--- src/rtl/cmp_pkg.sv ---
// Shared types for the sequential magnitude comparator: relation encoding,
// FSM state encoding and the relation evaluation helper.
package cmp_pkg;

    typedef enum logic [1:0] {
        OP_LT = 2'd0,
        OP_LE = 2'd1,
        OP_EQ = 2'd2,
        OP_GT = 2'd3
    } cmp_op_e;

    typedef enum logic [1:0] {
        ST_IDLE = 2'd0,
        ST_SCAN = 2'd1,
        ST_DONE = 2'd2
    } cmp_state_e;

    // Map the resolved lt/eq pair onto the requested relation.
    function automatic logic eval_op(input cmp_op_e op, input logic lt, input logic eq);
        logic gt;
        gt = ~lt & ~eq;
        case (op)
            OP_LT:   eval_op = lt;
            OP_LE:   eval_op = lt | eq;
            OP_EQ:   eval_op = eq;
            default: eval_op = gt;
        endcase
    endfunction

endpackage

--- src/rtl/cmp_digit.sv ---
// Combinational unsigned compare of one DIGIT-bit slice.
module cmp_digit #(
    parameter int DIGIT = 4
) (
    input  logic [DIGIT-1:0] a_i,
    input  logic [DIGIT-1:0] b_i,
    output logic             lt_o,
    output logic             eq_o
);

    // Slice relation; gt is implied by ~lt & ~eq.
    always_comb begin
        lt_o = (a_i < b_i);
        eq_o = (a_i == b_i);
    end

endmodule

--- src/rtl/seq_magnitude_comparator.sv ---
// Digit-serial magnitude comparator. Operands are latched once, then scanned
// MSB-first one DIGIT-bit slice per cycle; the first differing slice decides.
//
// Handshake: a request transfers on a rising edge where in_valid & in_ready;
// a result transfers on a rising edge where out_valid & out_ready. Each
// side's valid may rise without waiting for ready; once out_valid is high,
// result and out_digits hold until the transfer.
module seq_magnitude_comparator
    import cmp_pkg::*;
#(
    parameter int WIDTH = 32,
    parameter int DIGIT = 4,
    localparam int N    = WIDTH / DIGIT,
    localparam int CW   = $clog2(N + 1)
) (
    input  logic             clk,
    input  logic             rst_n,
    input  logic             in_valid,
    output logic             in_ready,
    input  logic [WIDTH-1:0] a,
    input  logic [WIDTH-1:0] b,
    input  logic [1:0]       op,
    input  logic             is_signed,
    output logic             out_valid,
    input  logic             out_ready,
    output logic             result,
    output logic [CW-1:0]    out_digits,
    output cmp_state_e       dbg_state
);

    if (WIDTH % DIGIT != 0) begin : g_bad_digit
        $error("WIDTH must be a multiple of DIGIT");
    end

    cmp_state_e       state_q, state_d;
    logic [WIDTH-1:0] a_q, a_d;
    logic [WIDTH-1:0] b_q, b_d;
    cmp_op_e          op_q, op_d;
    logic [CW-1:0]    cnt_q, cnt_d;
    logic             result_q, result_d;

    logic             accept;
    logic             slice_lt;
    logic             slice_eq;
    logic             last_digit;

    // Top slice of the shifting operand registers feeds the digit compare.
    cmp_digit #(.DIGIT(DIGIT)) u_digit (
        .a_i  (a_q[WIDTH-1 -: DIGIT]),
        .b_i  (b_q[WIDTH-1 -: DIGIT]),
        .lt_o (slice_lt),
        .eq_o (slice_eq)
    );

    assign accept     = in_valid & in_ready;
    assign last_digit = (cnt_q == CW'(N - 1));

    // FSM state register.
    always_ff @(posedge clk or negedge rst_n) begin
        if (!rst_n) state_q <= ST_IDLE;
        else        state_q <= state_d;
    end

    // FSM next state: leave SCAN on the first differing slice or the last one.
    always_comb begin
        state_d = state_q;
        case (state_q)
            ST_IDLE: if (accept) state_d = ST_SCAN;
            ST_SCAN: if (!slice_eq || last_digit) state_d = ST_DONE;
            ST_DONE: if (out_ready) state_d = ST_IDLE;
            default: state_d = ST_IDLE;
        endcase
    end

    // FSM outputs.
    always_comb begin
        in_ready  = 1'b0;
        out_valid = 1'b0;
        case (state_q)
            ST_IDLE: in_ready  = 1'b1;
            ST_DONE: out_valid = 1'b1;
            default: ;
        endcase
    end

    // Datapath next state: latch with sign bias, then shift one slice per scan cycle.
    always_comb begin
        a_d      = a_q;
        b_d      = b_q;
        op_d     = op_q;
        cnt_d    = cnt_q;
        result_d = result_q;
        case (state_q)
            ST_IDLE: begin
                if (accept) begin
                    // Flipping the sign bit maps two's-complement order onto unsigned order.
                    a_d   = a ^ {is_signed, {(WIDTH-1){1'b0}}};
                    b_d   = b ^ {is_signed, {(WIDTH-1){1'b0}}};
                    op_d  = cmp_op_e'(op);
                    cnt_d = '0;
                end
            end
            ST_SCAN: begin
                cnt_d = cnt_q + CW'(1);
                a_d   = a_q << DIGIT;
                b_d   = b_q << DIGIT;
                if (!slice_eq || last_digit) begin
                    result_d = eval_op(op_q, slice_lt, slice_eq);
                end
            end
            default: ;
        endcase
    end

    // Datapath registers.
    always_ff @(posedge clk or negedge rst_n) begin
        if (!rst_n) begin
            a_q      <= '0;
            b_q      <= '0;
            op_q     <= OP_LT;
            cnt_q    <= '0;
            result_q <= 1'b0;
        end else begin
            a_q      <= a_d;
            b_q      <= b_d;
            op_q     <= op_d;
            cnt_q    <= cnt_d;
            result_q <= result_d;
        end
    end

    assign result     = result_q;
    assign out_digits = cnt_q;
    assign dbg_state  = state_q;

endmodule

--- config.mk ---
export PLATFORM = sky130hd
export DESIGN_NAME = seq_magnitude_comparator
export DESIGN_NICKNAME = d
export VERILOG_FILES = /design/src/rtl/cmp_pkg.sv /design/src/rtl/cmp_digit.sv /design/src/rtl/seq_magnitude_comparator.sv
export SDC_FILE = /design/constraint.sdc
export NUM_CORES = 1
export LEC_CHECK = 0
export CAP_MARGIN = 0
export CORE_MARGIN = 3
export CORE_UTILIZATION = 50
export DETAILED_ROUTE_END_ITERATION = 10
export GPL_ROUTABILITY_DRIVEN = 0
export GPL_TIMING_DRIVEN = 1
export PLACE_DENSITY = 0.77
export SLEW_MARGIN = 20
export SYNTH_ARGS = -nofsm -noshare
export SYNTH_HDL_FRONTEND = slang
export SYNTH_HIERARCHICAL = 1
export SYNTH_SLANG_ARGS = --single-unit
--- constraint.sdc ---
create_clock -name clk -period 4.1 [get_ports clk]
set_clock_uncertainty 0.15 [all_clocks]
set_input_delay 0.82 -clock clk [delete_from_list [all_inputs] [get_ports clk]]
set_output_delay 0.82 -clock clk [all_outputs]
set_load 0.05 [all_outputs]
==> impl_metrics.csv <==
group,metric,value,unit
outcome,status,"finished, final reports clean",
clock_tree,cts_setup_buffers,0,
worst_setup_path,worstSetupStartpointType,"flop",
logic_synthesis,ys_async_sr_fraction,100.0,%
final_layout,n_fill_cell,534,
global_routing,grt_max_degree,74,
flow_run,cap_violations,0,
final_layout,final_cell_mix,"clkdlybuf4s50_1, nand2_1, dfrtp_1, nor2_1, nor3_1",
pwr,p_total,3.211,mW
pwr,ir_drop,0.3280,mV
logic_synthesis,syn_nets,417,
sta,fin_crit,2882,ps
clock_tree,htreeDepth,3,
final_layout,layoutNonFillerInstCount,492,
final_layout,antenna_cells,0,
sta,hold_viol,0,
clock_tree,clk_pin_slew,70,ps
global_routing,antenna_found_initial,0,
pwr,clkPwrFrac,18.4,%
logic_synthesis,yosysUniqueCellTypes,34,
detailed_routing,firstDrtPassIters,5,
pwr,power_density,724.1,nW/um^2
final_layout,nets,486,
worst_setup_path,worst_setup_path_end_kind,"output port",
logic_synthesis,synthesis.area,3460,sq um
global_routing,grt_pass1_wl,12590,um
logic_synthesis,ys_ff_latch,73,
sta,fin_crit_sh,70.30,%
die,ios,80,
place,numPortBuffers,79,
logic_synthesis,yosysWarnings,6,
sta,fin_ws,1218,ps
final_layout,mostFrequentLayoutCell,"clkdlybuf4s50_1",
die,floorplan.initialDensity,52.97,%
global_routing,grt_util_all_layers,20.54,%
worst_setup_path,cp.required,3130,ps
sta,final-setup-viol-count,0,
sta,relSlewSlack,40.00,%
clock_tree,holdBufCountCts,0,
min_path,hp-class,"flop to flop",
pwr,power_frac_comb,40.9,%
pwr,p_sw,1.259,mW
logic_synthesis,synthesis.instances,341,
clock_tree,clock-sinks,73,
clock_tree,clk-insertion-delay-late,340,ps
final_layout,drive_gt1_share,13.73,%
global_routing,grt_pass1_vias,2709,
clock_tree,cts_root_buffer,"clkbuf_8",
logic_synthesis,yosys.area.top_type_share,52.80,%
worst_setup_path,critical_path_peak_fanout,9,
worst_setup_path,worstRegToRegCells,4,
die,die_w,89.18,um
detailed_routing,vias_per_cell,5.606,
pwr,p_int,1.952,mW
worst_setup_path,crit_arrival,1910,ps
logic_synthesis,synth_top_area_cell,"dfrtp_1",
die,rows,29,
sta,tns,0,ps
sta,rsz0062_at_grt,"false",
pwr,power.leakage,1.941,nW
place,placed_cells,476,
clock_tree,cts_inserted_buffers,9,
logic_synthesis,ys_top_cells_by_area,"dfrtp_1, o22ai_2, nand2_1",
detailed_routing,antenna_left,0,
sta,slew_violations,0,
clock_tree,ctsResizeCount,0,
detailed_routing,drc,0,
detailed_routing,vias,2758,
logic_synthesis,synth_seq_area_share,52.80,%
global_routing,overflow,0,
sta,worst_slew_pin_slew,900.0,ps
die,core,6531,sq um
die,die_h,89.18,um
logic_synthesis,synth_edf_count,0,
logic_synthesis,syn_area_per_cell,10.15,sq um
sta,whs,331.4,ps
detailed_routing,drt_iter0_drc,192,
pwr,swShare,39.21,%
die,dieArea,7953,sq um
clock_tree,clockBufferDepth,2,
detailed_routing,wl_per_cell,15.69,um
place,place_ws,1174,ps
clock_tree,cts_tree,"done",
final_layout,areaGrowthSynthToFinish,28.17,%
worst_setup_path,timing_worst_setup_path_type,"flop to output port",
sta,max_freq,0.3470,GHz
min_path,hold_depth,2,
logic_synthesis,synth_ff_type,"dfrtp_1",
detailed_routing,routed_wl,7720,um
place,dpl.hpwl,5071,um
pwr,seq_power_share,40.7,%
metal layers:
layer | vias to the layer above | part of all wire [%] | GRT usage [%] | wire [um]
li1 | 1325 | - | - | -
met1 | 1341 | 42 | 27.39 | 3269
met2 | 84 | 50 | 32.95 | 3870
met3 | 8 | 6.0 | 4.608 | 461
met4 | 0 | 1.5 | 7.713 | 119
met5 | - | 0 | 0 | 0
power by group through the flow:
| stage | Combinational (mW) | Sequential (mW) | Clock [mW] |
|---|---|---|---|
| finish | 1.31 | 1.31 | 0.591 |
| global route | 1.46 | 1.35 | 0.640 |
| CTS | 1.32 | 1.31 | 0.604 |
| detailed placement | 1.31 | 1.32 | 0 |
| global placement | 1.27 | 1.31 | 0 |
| floorplan | 0.982 | 1.32 | 0 |
per-stage QoR:
step                      util [%]  cell area (sq um)
after CTS                    67.89               4434
after floorplan                  -               3460
after detailed placement     64.60               4219
final                        67.89               4434
after global placement       64.60               4219
after global routing         67.89               4434
area by class of cell:
cell class                 instances  area [sq um]  area share [%]
multi-input combinational        235          1444           32.56
clock buffer                      12         165.2           3.725
clock inverter                     4         50.05           1.129
inverter                           7         26.28          0.5926
sequential                        73          1827           41.20
timing repair buffer              84         825.8           18.62
tap                               77         96.34           2.173
path summary, 6_finish.rpt:
| kind | start | to | slack [ps] |
|---|---|---|---|
| worst max-delay path | dbg_state[0] | out_valid | 1220 |
| max in group asynchronous | rst_n | b_q[5] | 2760 |
| worst min-delay path | b_q[27] | b_q[27] | 330 |
| worst max register to register | dbg_state[0] | b_q[27] | 1890 |
| min in group asynchronous | rst_n | b_q[30] | 450 |
| worst min register to register | b_q[27] | b_q[27] | 330 |
sequential cells by signal, indices dropped and copies added, names as in the netlist:
| register | count |
|---|---|
| a_q | 32 |
| b_q | 32 |
| dbg_state | 2 |
| op_q | 2 |
| out_digits | 4 |
| result | 1 |
cell usage after synthesis, types with 2 or more instances:
library cell  instances
nor3_1               31
nor2_1               34
o22ai_2              28
buf_2                13
ha_1                  5
inv_1                 7
buf_4                 5
nand2_1              73
dfrtp_1              73
a221o_1               3
o21ai_0               5
nand2b_1              2
clkbuf_1              3
buf_6                 3
nand3_1              10
o22ai_1               3
nor3b_1               2
a22oi_1              23
buf_8                 2
xnor2_1               2
worst max-delay path, cell delays in order (launching register included):
cell,delay [ps]
dfrtp_1,510
nand2b_1,210
inv_1,70
clkdlybuf4s50_1,790
cells by family after synthesis:
kind of cell,after synthesis,synth area share [%]
AOI/OAI and AO/OA,67,18.41
xor gates and xnor gates,3,0.7596
adders and majority gates,5,1.808
buffers and inverters,33,5.895
DFF,73,52.80
muxes,2,0.6148
and+or+nand+nor,158,19.71
(Power assumes the default switching activity.)
